--- config.mk ---
export PLATFORM = sky130hd
export DESIGN_NAME = antiq_pq
export DESIGN_NICKNAME = d
export VERILOG_FILES = /design/src/rtl/antiq_pkg.sv /design/src/rtl/antiq_id_alloc.sv /design/src/rtl/antiq_pq.sv
export SDC_FILE = /design/constraint.sdc
export NUM_CORES = 1
export LEC_CHECK = 0
export BUFFER_PORTS_ARGS = -buffer_cell sky130_fd_sc_hd__buf_2
export CAP_MARGIN = 20
export CORE_ASPECT_RATIO = 1.75
export CORE_MARGIN = 2
export CORE_UTILIZATION = 45
export DETAILED_ROUTE_END_ITERATION = 16
export GPL_TIMING_DRIVEN = 1
export SYNTH_ARGS = -nofsm -noshare
export SYNTH_HDL_FRONTEND = slang
export SYNTH_SLANG_ARGS = --single-unit
--- constraint.sdc ---
create_clock -name clk_i -period 6.55 [get_ports clk_i]
set_clock_uncertainty 0.1 [all_clocks]
set_input_delay 0.655 -clock clk_i [delete_from_list [all_inputs] [get_ports clk_i]]
set_output_delay 0.655 -clock clk_i [all_outputs]
set_load 0.01 [all_outputs]
--- src/rtl/antiq_pkg.sv ---
// Shared types and helpers for the antiq priority queue.
//   entry_t     : slot layout {valid, key, id} at the default configuration widths
//   ORDER_*     : ordering encodings (max-first / min-first)
//   higher_prio : strict priority compare between two keys (keys up to KEY_MAX_W bits)
package antiq_pkg;

  localparam int unsigned KEY_MAX_W = 64;

  localparam int unsigned DEF_DEPTH = 8;
  localparam int unsigned DEF_DW    = 16;
  localparam int unsigned DEF_ID_W  = $clog2(DEF_DEPTH + 1);

  localparam int unsigned ORDER_MAX_FIRST = 0;
  localparam int unsigned ORDER_MIN_FIRST = 1;

  // The top re-declares this layout at its own parameterised widths.
  typedef struct packed {
    logic                valid;
    logic [DEF_DW-1:0]   key;
    logic [DEF_ID_W-1:0] id;
  } entry_t;

  // True when key a strictly outranks key b; ties return 0 so equal keys stay FIFO.
  function automatic logic higher_prio(input int unsigned        order,
                                       input logic [KEY_MAX_W-1:0] a,
                                       input logic [KEY_MAX_W-1:0] b);
    if (order == ORDER_MIN_FIRST) return a < b;
    return a > b;
  endfunction

endpackage

--- src/rtl/antiq_id_alloc.sv ---
// ID allocator: free bitmap for IDs 1..DEPTH with lowest-free selection.
//   clk, rst   : clock, synchronous active-high reset (all IDs free)
//   release_en : an ID is being freed this cycle
//   release_id : ID being freed
//   alloc_en   : the offered ID is consumed this cycle
//   alloc_id_c : lowest free ID, counting one being released this cycle (0 = none)
module antiq_id_alloc
  import antiq_pkg::*;
#(
  parameter int unsigned DEPTH = DEF_DEPTH,
  parameter int unsigned ID_W  = $clog2(DEPTH + 1)
) (
  input  logic            clk,
  input  logic            rst,
  input  logic            release_en,
  input  logic [ID_W-1:0] release_id,
  input  logic            alloc_en,
  output logic [ID_W-1:0] alloc_id_c
);

  logic [DEPTH-1:0] free_q;
  logic [DEPTH-1:0] avail;

  // A released ID is immediately available for reuse in the same cycle.
  always_comb begin
    avail      = '0;
    alloc_id_c = '0;
    for (int i = 0; i < int'(DEPTH); i++) begin
      avail[i] = free_q[i] | (release_en & (release_id == ID_W'(i + 1)));
    end
    for (int i = int'(DEPTH) - 1; i >= 0; i--) begin
      if (avail[i]) alloc_id_c = ID_W'(i + 1);
    end
  end

  // Bitmap update: bit i tracks ID i+1.
  always_ff @(posedge clk) begin
    if (rst) begin
      free_q <= '1;
    end else begin
      for (int i = 0; i < int'(DEPTH); i++) begin
        free_q[i] <= avail[i] & ~(alloc_en & (alloc_id_c == ID_W'(i + 1)));
      end
    end
  end

endmodule

--- src/rtl/antiq_pq.sv ---
// Register-based sorted priority queue with recyclable IDs and overflow eviction.
// Slot 0 is the head; invalid slots are kept all-zero so an empty head reads 0.
//   clk_i, rst_i         : clock, synchronous active-high reset
//   push_i, data_i       : push strobe and key; push_rdy_o is 1 outside reset
//   pop_i, pop_rdy_o     : pop strobe; ready when non-empty
//   drop_i, drop_id_i    : remove by ID; drop_rdy_o = ~push_i & ~pop_i
//   push_ack_o/push_id_o : pulse after a push with the assigned ID (0 = rejected)
//   drop_err_o           : pulse when the dropped ID was not present
//   data_o, head_id_o    : head key / ID
//   empty_o, full_o, cnt_o
//   overflow_o, data_overflow_o, overflow_id_o : pulse with the displaced key / ID
module antiq_pq
  import antiq_pkg::*;
#(
  parameter  int unsigned DEPTH = DEF_DEPTH,
  parameter  int unsigned DW    = DEF_DW,
  parameter  int unsigned ORDER = ORDER_MAX_FIRST,
  localparam int unsigned ID_W  = $clog2(DEPTH + 1)
) (
  input  logic            clk_i,
  input  logic            rst_i,
  input  logic            push_i,
  input  logic [DW-1:0]   data_i,
  output logic            push_rdy_o,
  input  logic            pop_i,
  output logic            pop_rdy_o,
  input  logic            drop_i,
  input  logic [ID_W-1:0] drop_id_i,
  output logic            drop_rdy_o,
  output logic            push_ack_o,
  output logic [ID_W-1:0] push_id_o,
  output logic            drop_err_o,
  output logic [DW-1:0]   data_o,
  output logic [ID_W-1:0] head_id_o,
  output logic            empty_o,
  output logic            full_o,
  output logic [ID_W-1:0] cnt_o,
  output logic            overflow_o,
  output logic [DW-1:0]   data_overflow_o,
  output logic [ID_W-1:0] overflow_id_o
);

  localparam int unsigned IDX_W = $clog2(DEPTH);

  typedef struct packed {
    logic            valid;
    logic [DW-1:0]   key;
    logic [ID_W-1:0] id;
  } slot_t;

  slot_t q     [DEPTH];
  slot_t shr   [DEPTH];
  slot_t q_nxt [DEPTH];
  slot_t new_ent;

  logic [ID_W-1:0]  cnt_q, cnt_nxt;
  logic             empty_q, full_q;
  logic             pop_acc, drop_acc, drop_hit, tail_wins;
  logic             evict, reject, ins_en, rem_en;
  logic [IDX_W-1:0] drop_idx, rem_idx, ins_pos;
  logic [ID_W-1:0]  rel_id, alloc_id_c;

  logic             push_ack_q, drop_err_q, ovf_q;
  logic [ID_W-1:0]  push_id_q, ovf_id_q;
  logic [DW-1:0]    ovf_data_q;

  antiq_id_alloc #(
    .DEPTH (DEPTH),
    .ID_W  (ID_W)
  ) u_id_alloc (
    .clk        (clk_i),
    .rst        (rst_i),
    .release_en (rem_en),
    .release_id (rel_id),
    .alloc_en   (ins_en),
    .alloc_id_c (alloc_id_c)
  );

  // Next-state: optional removal (pop / drop / eviction) then optional sorted insert.
  always_comb begin
    pop_acc  = pop_i & ~empty_q;
    drop_acc = drop_i & ~push_i & ~pop_i;

    drop_hit = 1'b0;
    drop_idx = '0;
    for (int i = int'(DEPTH) - 1; i >= 0; i--) begin
      if (q[i].valid && (q[i].id == drop_id_i)) begin
        drop_hit = 1'b1;
        drop_idx = IDX_W'(i);
      end
    end

    // Push+pop on a full queue frees the head first, so no overflow there.
    tail_wins = higher_prio(ORDER, KEY_MAX_W'(data_i), KEY_MAX_W'(q[DEPTH-1].key));
    evict     = push_i & full_q & ~pop_acc & tail_wins;
    reject    = push_i & full_q & ~pop_acc & ~tail_wins;
    ins_en    = push_i & ~reject;
    rem_en    = pop_acc | (drop_acc & drop_hit) | evict;
    rem_idx   = pop_acc ? '0 : (evict ? IDX_W'(DEPTH - 1) : drop_idx);
    rel_id    = q[rem_idx].id;

    for (int i = 0; i < int'(DEPTH) - 1; i++) begin
      shr[i] = (rem_en && (IDX_W'(i) >= rem_idx)) ? q[i+1] : q[i];
    end
    shr[DEPTH-1] = rem_en ? '0 : q[DEPTH-1];

    new_ent.valid = 1'b1;
    new_ent.key   = data_i;
    new_ent.id    = alloc_id_c;

    // Strict compare places the new key behind equal keys.
    ins_pos = IDX_W'(DEPTH - 1);
    for (int i = int'(DEPTH) - 1; i >= 0; i--) begin
      if (!shr[i].valid || higher_prio(ORDER, KEY_MAX_W'(data_i), KEY_MAX_W'(shr[i].key))) begin
        ins_pos = IDX_W'(i);
      end
    end

    q_nxt[0] = (ins_en && (ins_pos == '0)) ? new_ent : shr[0];
    for (int i = 1; i < int'(DEPTH); i++) begin
      if (!ins_en || (IDX_W'(i) < ins_pos)) q_nxt[i] = shr[i];
      else if (IDX_W'(i) == ins_pos)        q_nxt[i] = new_ent;
      else                                  q_nxt[i] = shr[i-1];
    end

    cnt_nxt = cnt_q - ID_W'(rem_en) + ID_W'(ins_en);
  end

  // State and registered status/pulse outputs.
  always_ff @(posedge clk_i) begin
    if (rst_i) begin
      for (int i = 0; i < int'(DEPTH); i++) q[i] <= '0;
      cnt_q      <= '0;
      empty_q    <= 1'b1;
      full_q     <= 1'b0;
      push_ack_q <= 1'b0;
      push_id_q  <= '0;
      drop_err_q <= 1'b0;
      ovf_q      <= 1'b0;
      ovf_data_q <= '0;
      ovf_id_q   <= '0;
    end else begin
      for (int i = 0; i < int'(DEPTH); i++) q[i] <= q_nxt[i];
      cnt_q      <= cnt_nxt;
      empty_q    <= (cnt_nxt == '0);
      full_q     <= (cnt_nxt == ID_W'(DEPTH));
      push_ack_q <= push_i;
      push_id_q  <= ins_en ? alloc_id_c : '0;
      drop_err_q <= drop_acc & ~drop_hit;
      ovf_q      <= evict | reject;
      ovf_data_q <= evict ? q[DEPTH-1].key : (reject ? data_i : '0);
      ovf_id_q   <= evict ? q[DEPTH-1].id : '0;
    end
  end

  assign push_rdy_o      = ~rst_i;
  assign pop_rdy_o       = ~empty_q;
  assign drop_rdy_o      = ~push_i & ~pop_i;
  assign push_ack_o      = push_ack_q;
  assign push_id_o       = push_id_q;
  assign drop_err_o      = drop_err_q;
  assign data_o          = q[0].key;
  assign head_id_o       = q[0].id;
  assign empty_o         = empty_q;
  assign full_o          = full_q;
  assign cnt_o           = cnt_q;
  assign overflow_o      = ovf_q;
  assign data_overflow_o = ovf_data_q;
  assign overflow_id_o   = ovf_id_q;

endmodule
==> impl_results.md, run 1 <==
* Fmax at 166 MHz
* Clk sinks at ~210
* Reg2Reg Launch Point: q[3][0]
* Unique masters post-synth at 91
* Seq cells post-synth at 209
* Final GP Congestion at 0.996
* Layout cells sized above 1 at around an eighth
* Commonest non-fill, non-tap cells in the layout: 224 x nor2_1, 209 x dfxtp_1, 142 x nand2_1
* Clock Tree Buf Depth at 3
* Tightest Hold Check Type: in -> reg
* Post-synth ARST share at 0%
* Total gr overflow at 0
* Detailed Route WL at 49,400 um
* Total CTS buffers at 22
* Final worst slack at 541 ps
* Max FO, Critical Path at 18
* Cts hold-fix bufs at 0
* CP startpoint: q[3][0]
* Drt wl/cell at 21.4 um
* Clock transition at path regs at approximately 70 ps
* Worst-path cell chain: xor2_1, nor3_1, nand3_1, a211o_1, o211ai_1, buf_4, a21o_1, buf_4, mux2i_1, ha_1, nand2_1, nor3_1, nand3_1, nor3_1, o21ai_0, a2bb2oi_1, a211oi_2, o21bai_2, o21ai_0, a221oi_1
* First-pass GRT wire length at around 77,000 um
* Sequential-to-total area share from yosys stat at 27.9%
* Die height at between 200 and 250 um
* Pwr/cell area at about 280 mW/mm^2
* Critical Path Sink Type: flip-flop
* Max incr delay on CP at 590 ps
* Die span in x at about 140 um
* Fin. max-slew vios at 0
* Area Overhead vs Synth at 10.2%
* Switching Share at a little under 40%
* Dpl ws at 189 ps
* Number of flops mapped to enable cells by yosys at 0
* Final worst-path cycle share at roughly nine tenths
* Ys flop type: dfxtp_1
* Slew HR at 29.3%
* Cell taking the most area after synthesis: dfxtp_1
* Net Count, Synth at approximately 2,000
* Critical Path AT at 6340 ps
* Register-to-register setup slack at between 500 and 600 ps
* Syn Area/Cell at a little over 8 sq um
* Final setup fails at 0
* Worst setup SP type: flip-flop
* Initial Utilization at roughly 46%
* Routed vias at between 10,000 and 15,000
* Clk_lat worst skew at roughly 530 ps
* Max rail drop VDD at about 0.18 mV
* Ports at 81
* CTS tree: yes
* H-tree depth at 1
* Pleak at between 6 and 7 nW
* DRC viols at 0
* Sw Pwr at between 0.0015 and 0.002 W
* Gr usage total at 27.9%
* Gate power share at approximately two fifths
* Final Hold Viols at 0
* Unrepaired setup endpoints after global routing: no
* Largest net degree at the start of global routing at around 100
* Port bufs at 80
* Most used cell, CP: nor3_1
* Internal at around 0.0028 W
* Maxcap violations at 0
* Drt first-iter violations at about 570
* Clk root buf: clkbuf_16
* Hold Crit Start: push_i
* Core ar. at between 0.03 and 0.04 sq mm
* Sequential share of power at between 30% and 40%
* Ys Warns at 0
* Post-CTS Setup Inserts at 0
* Initial antenna violation count at 0
* Run status: finished, final reports clean
* CP Class: reg -> reg
* Post-CTS Resized at 0
* Mapped Cells at roughly 1,900
* Die Area at between 0.03 and 0.04 sq mm
* Worst Path Required at just under 7000 ps
* ANT cells at 0
* Fin nets at approximately 2,000
* Leading cell type in the layout, fill and taps excluded: nor2_1
* Worst-margin pin slew at roughly 1100 ps
* Post-Syn Area at approximately 0.015 sq mm
* CP max stage cell: o21bai_2
* Detailed Place HPWL at between 30,000 and 40,000 um
* Vias in the first global route at roughly 14,000
* Antenna viol nets, final at 0
* Final min period at around 6000 ps
* Area contributors post-synth: dfxtp_1 28%, ha_1 11%, mux2i_1 8.2%
* Vias per std cell at ~6.2
* Setup TNS at 0 ps
* TritonRoute pass-1 iters at 5
* Placement Rows at 88
* Top-area cell type share of the netlist area at between 20 and 30%
* Clock share of power at about a quarter
-- worst max-delay path, delay by kind of cell, from the launching register on --
| family | cells | cell delay (ps) |
|---|---|---|
| compound gates | 9 | 2840 |
| xor+xnor | 1 | 110 |
| fa+ha+maj | 1 | 200 |
| buf+inv | 2 | 460 |
| flops | 1 | 530 |
| mux | 1 | 320 |
| simple gates | 6 | 1330 |
-- Yosys cell counts (all sizes together) (14+ instances only) --
| library cell | count |
|---|---|
| o211ai | 39 |
| clkbuf | 103 |
| nand4 | 29 |
| o21ai | 92 |
| mux2i | 124 |
| ha | 131 |
| o21a | 14 |
| a221oi | 18 |
| a211oi | 125 |
| nor2b | 15 |
| mux2 | 23 |
| buf | 49 |
| nor2 | 225 |
| a21oi | 142 |
| nand3 | 37 |
| xor2 | 25 |
| inv | 66 |
| nor3 | 40 |
| nand2 | 142 |
| dfxtp | 209 |
| a21o | 18 |
-- path summary, 6_finish.rpt --
kind | endpoint | depth (start not counted)
hold reg to reg | q[7][18] | 2
setup reg to reg | q[6][13] | 20
setup / recovery | q[6][13] | 20
hold / removal | push_ack_o | 2
-- cell families after synthesis --
| group | count (synthesis) | synth area share, % |
|---|---|---|
| AO/OA/AOI/OAI | 564 | 25.8 |
| XOR/XNOR | 36 | 2.10 |
| adder cells (fa/ha/maj) | 132 | 11.1 |
| buffers and inverters | 219 | 6.31 |
| flip-flops | 209 | 27.9 |
| multiplexers | 147 | 10.0 |
| AND/OR/NAND/NOR | 554 | 16.9 |
-- routing by layer --
| metal | global-route usage [%] | wire length, um | part of all wire [%] |
|---|---|---|---|
| met1 | 28.3 | 17900 | 36 |
| met2 | 54.1 | 26800 | 54 |
| met3 | 2.26 | 1410 | 2.9 |
| met4 | 17.4 | 3240 | 6.6 |
| met5 | 0 | 0 | 0 |
-- flip-flops by register name (all words and copies together), names as in the netlist --
signal	flops
empty_o	1
push_id_o	4
drop_err_o	1
push_ack_o	1
u_id_alloc.free_q	8
data_overflow_o	16
overflow_o	1
q	168
full_o	1
overflow_id_o	4
cnt_o	4
-- through the flow --
step                hold slack [ps]  cells  total power (W)  cell area [sq um]  util [%]
detailed placement              399   2273          0.00343              15900      48.2
floorplan                       367   1861          0.00290              15000         -
global route                    385   2308          0.00491              16500      50.2
CTS                             368   2308          0.00465              16500      50.2
finish                          390   2308          0.00463              16500      50.2
global placement                394   2273          0.00341              15900      48.2
-- power groups by stage --
stage | registers, W | logic, W | clock network, W
floorplan | 0.00153 | 0.00137 | 0
global placement | 0.00160 | 0.00181 | 0
detailed placement | 0.00159 | 0.00184 | 0
CTS | 0.00157 | 0.00185 | 0.00123
global route | 0.00158 | 0.00206 | 0.00128
finish | 0.00157 | 0.00186 | 0.00121
-- cell type report --
type,instances,area [sq um]
Clock inverter,2,10.0
Tap cell,405,507
Fill cell,3252,16400
Clock buffer,33,643
Sequential cell,209,4180
Multi-Input combinational cell,1433,9920
Timing Repair Buffer,159,1020
Inverter,67,251
Note: power is estimated with default switching activity, not from simulation.
==> inputs of run 2 (changes only) <==
- CORE_ASPECT_RATIO: 1.75 -> 1.4
- MAX_ROUTING_LAYER: not set -> met4
==> run 2 against run 1 <==
Worst setup slack worse by 14 ps; via count is 0.37% higher; first-iteration DRC count is 46% higher; fmax is 0.22% lower; clock power is 25% higher; cell count is 2.3% higher; critical path depth is 1 lower; combinational power hardly changed; power is 7.2% higher; die area is 0.11% lower; global-route usage is 2.5 points higher; wire length is 4.7% higher; largest cell class unchanged; largest power group unchanged.
==> impl_results.md, run 2 (same netlist as run 1, synthesis figures left out) <==
* Run status: finished, final reports clean (unchanged)
* Final Hold Viols at 0 (unchanged)
* Detailed Place HPWL at 39,900 um (was 38,500 um)
* Die height at 220 um (was 246 um)
* Drt wl/cell at 21.9 um (was 21.4 um)
* Total gr overflow at 0 (unchanged)
* Worst Path Required at 6890 ps (was 6880 ps)
* Unrepaired setup endpoints after global routing: no (unchanged)
* CP Class: reg -> reg (unchanged)
* Clk root buf: clkbuf_16 (unchanged)
* Layout cells sized above 1 at 14.0% (was 13.0%)
* Post-Route Utilization at 51.1% (was 50.2%)
* Die Area at 0.0349 sq mm (about the same)
* Worst setup SP type: flip-flop (unchanged)
* Post-CTS Resized at 0 (unchanged)
* Final GP Congestion at 0.946 (was 0.996)
* Setup TNS at 0 ps (unchanged)
* Slew HR at 24.1% (was 29.3%)
* Final hold slack at 366 ps (was 390 ps)
* Drt first-iter violations at 823 (was 565)
* Area of placed instances at 0.0160 sq mm (was 0.0159 sq mm)
* Pwr/cell area at 294 mW/mm^2 (was 280 mW/mm^2)
* Fillers at 3,352 (was 3,252)
* CP bufs+invs at 0 (was 2)
* Routed vias at 14,300 (was 14,200)
* TritonRoute pass-1 iters at 5 (unchanged)
* FF-to-FF path depth at 19 (was 20)
* Worst path depth at 19 (was 20)
* Die span in x at 158 um (was 142 um)
* Largest net degree at the start of global routing at 100 (was 101)
* Fin. max-slew vios at 0 (unchanged)
* Pleak at 7.10 nW (was 6.96 nW)
* H-tree depth at 1 (unchanged)
* Gr usage total at 30.4% (was 27.9%)
* Post-CTS Setup Inserts at 0 (unchanged)
* Port bufs at 80 (unchanged)
* Final setup fails at 0 (unchanged)
* Area occupied by multi-input gates at 0.00992 sq mm (about the same)
* Reg area at 0.00418 sq mm (unchanged)
* Worst Hold Depth at 2 (unchanged)
* CTS tree: yes (unchanged)
* CP max stage cell: a21o_1 (was o21bai_2)
* Core ar. at 0.0330 sq mm (was 0.0329 sq mm)
* Final min period at 6020 ps (was 6010 ps)
* Cts hold-fix bufs at 0 (unchanged)
* Placement Rows at 79 (was 88)
* Antenna viol nets, final at 0 (unchanged)
* Max FO, Critical Path at 18 (unchanged)
* CP top delay family: compound AO/OA/AOI/OAI gates (unchanged)
* Pwr Total at 0.00497 W (was 0.00463 W)
* Ports at 81 (unchanged)
* Max rail drop VDD at 0.155 mV (was 0.182 mV)
* Clock Tree Buf Depth at 3 (unchanged)
* Maxcap violations at 0 (unchanged)
* First-pass GRT wire length at 79,900 um (was 77,000 um)
* Critical Path AT at 6370 ps (was 6340 ps)
* ANT cells at 0 (unchanged)
* Final worst-path cycle share at 91.9% (was 91.7%)
* Max reg flops at 168 (unchanged)
* Clk sinks at 209 (unchanged)
* Top reg by flops: q (unchanged)
* Tightest Hold Check Type: in -> reg (unchanged)
* Worst-margin pin slew at 1110 ps (was 1060 ps)
* Vias per std cell at 6.05 (was 6.16)
* Initial Utilization at 45.5% (was 45.6%)
* Initial antenna violation count at 0 (unchanged)
* Fmax at 166 MHz (about the same)
* Commonest non-fill, non-tap cells in the layout: 224 x nor2_1, 209 x dfxtp_1, 142 x nand2_1 (unchanged)
* Clock transition at path regs at 60 ps (was 70 ps)
* Clk_lat worst skew at 540 ps (was 530 ps)
* Worst-path cell chain: xor2_1, nor3_1, nand3_1, a211o_1, o211ai_1, a21o_1, mux2i_1, ha_1, a21o_1, a21o_1, a21oi_1, o21ai_0, nand3_1, nand2_1, a311oi_1, a211oi_2, o21bai_2, o21ai_0, a221oi_1 (was xor2_1, nor3_1, nand3_1, a211o_1, o211ai_1, buf_4, a21o_1, buf_4, mux2i_1, ha_1, nand2_1, nor3_1, nand3_1, nor3_1, o21ai_0, a2bb2oi_1, a211oi_2, o21bai_2, o21ai_0, a221oi_1)
* Area Overhead vs Synth at 12.5% (was 10.2%)
* Vias in the first global route at 14,200 (about the same)
* Critical Path Sink Type: flip-flop (unchanged)
* Leading cell type in the layout, fill and taps excluded: nor2_1 (unchanged)
* Most used cell, CP: a21o_1 (was nor3_1)
* Max incr delay on CP at 640 ps (was 590 ps)
* Total CTS buffers at 25 (was 22)
* DRC viols at 0 (unchanged)
* Fin nets at 2,056 (was 2,049)
* Detailed Route WL at 51,700 um (was 49,400 um)
* Design Area, Final at 0.0169 sq mm (was 0.0165 sq mm)
run 2: worst paths after layout:
path            start    endpoint  slack (ps)
max           q[3][0]    q[6][13]         530
min            push_i  push_ack_o         370
max reg2reg   q[3][0]    q[6][13]         530
min reg2reg  q[7][14]    q[7][14]         410
run 2: per-stage QoR:
| stage | setup WS [ps] | cells |
|---|---|---|
| 3_5_place_dp | 134 | 2316 |
| 6_report | 527 | 2362 |
| 5_1_grt | 147 | 2362 |
| 4_1_cts | 571 | 2361 |
| 2_1_floorplan | 484 | 1861 |
| 3_3_place_gp | 169 | 2316 |
run 2: area by class of cell:
cell class                      instances  share of cell area (%)
Tap cell                              445                    3.30
Multi-Input combinational cell       1433                    58.8
Inverter                               67                    1.49
Clock inverter                         14                    1.07
Timing Repair Buffer                  163                    6.47
Clock buffer                           31                    4.13
Sequential cell                       209                    24.8
run 2: where the power goes:
| group | switching [W] | internal [W] | total (W) |
|---|---|---|---|
| Clock | 0.000596 | 0.000912 | 0.00151 |
| Combinational | 0.00115 | 0.000740 | 0.00189 |
| Sequential | 0.000142 | 0.00142 | 0.00156 |
run 2: routing by layer:
layer	up-vias	wire length [um]	GRT usage, %
met1	6803	19400	31.7
met3	161	1720	2.67
met4	0	4070	19.8
li1	6957	-	-
met5	-	0	-
met2	358	26600	54.4
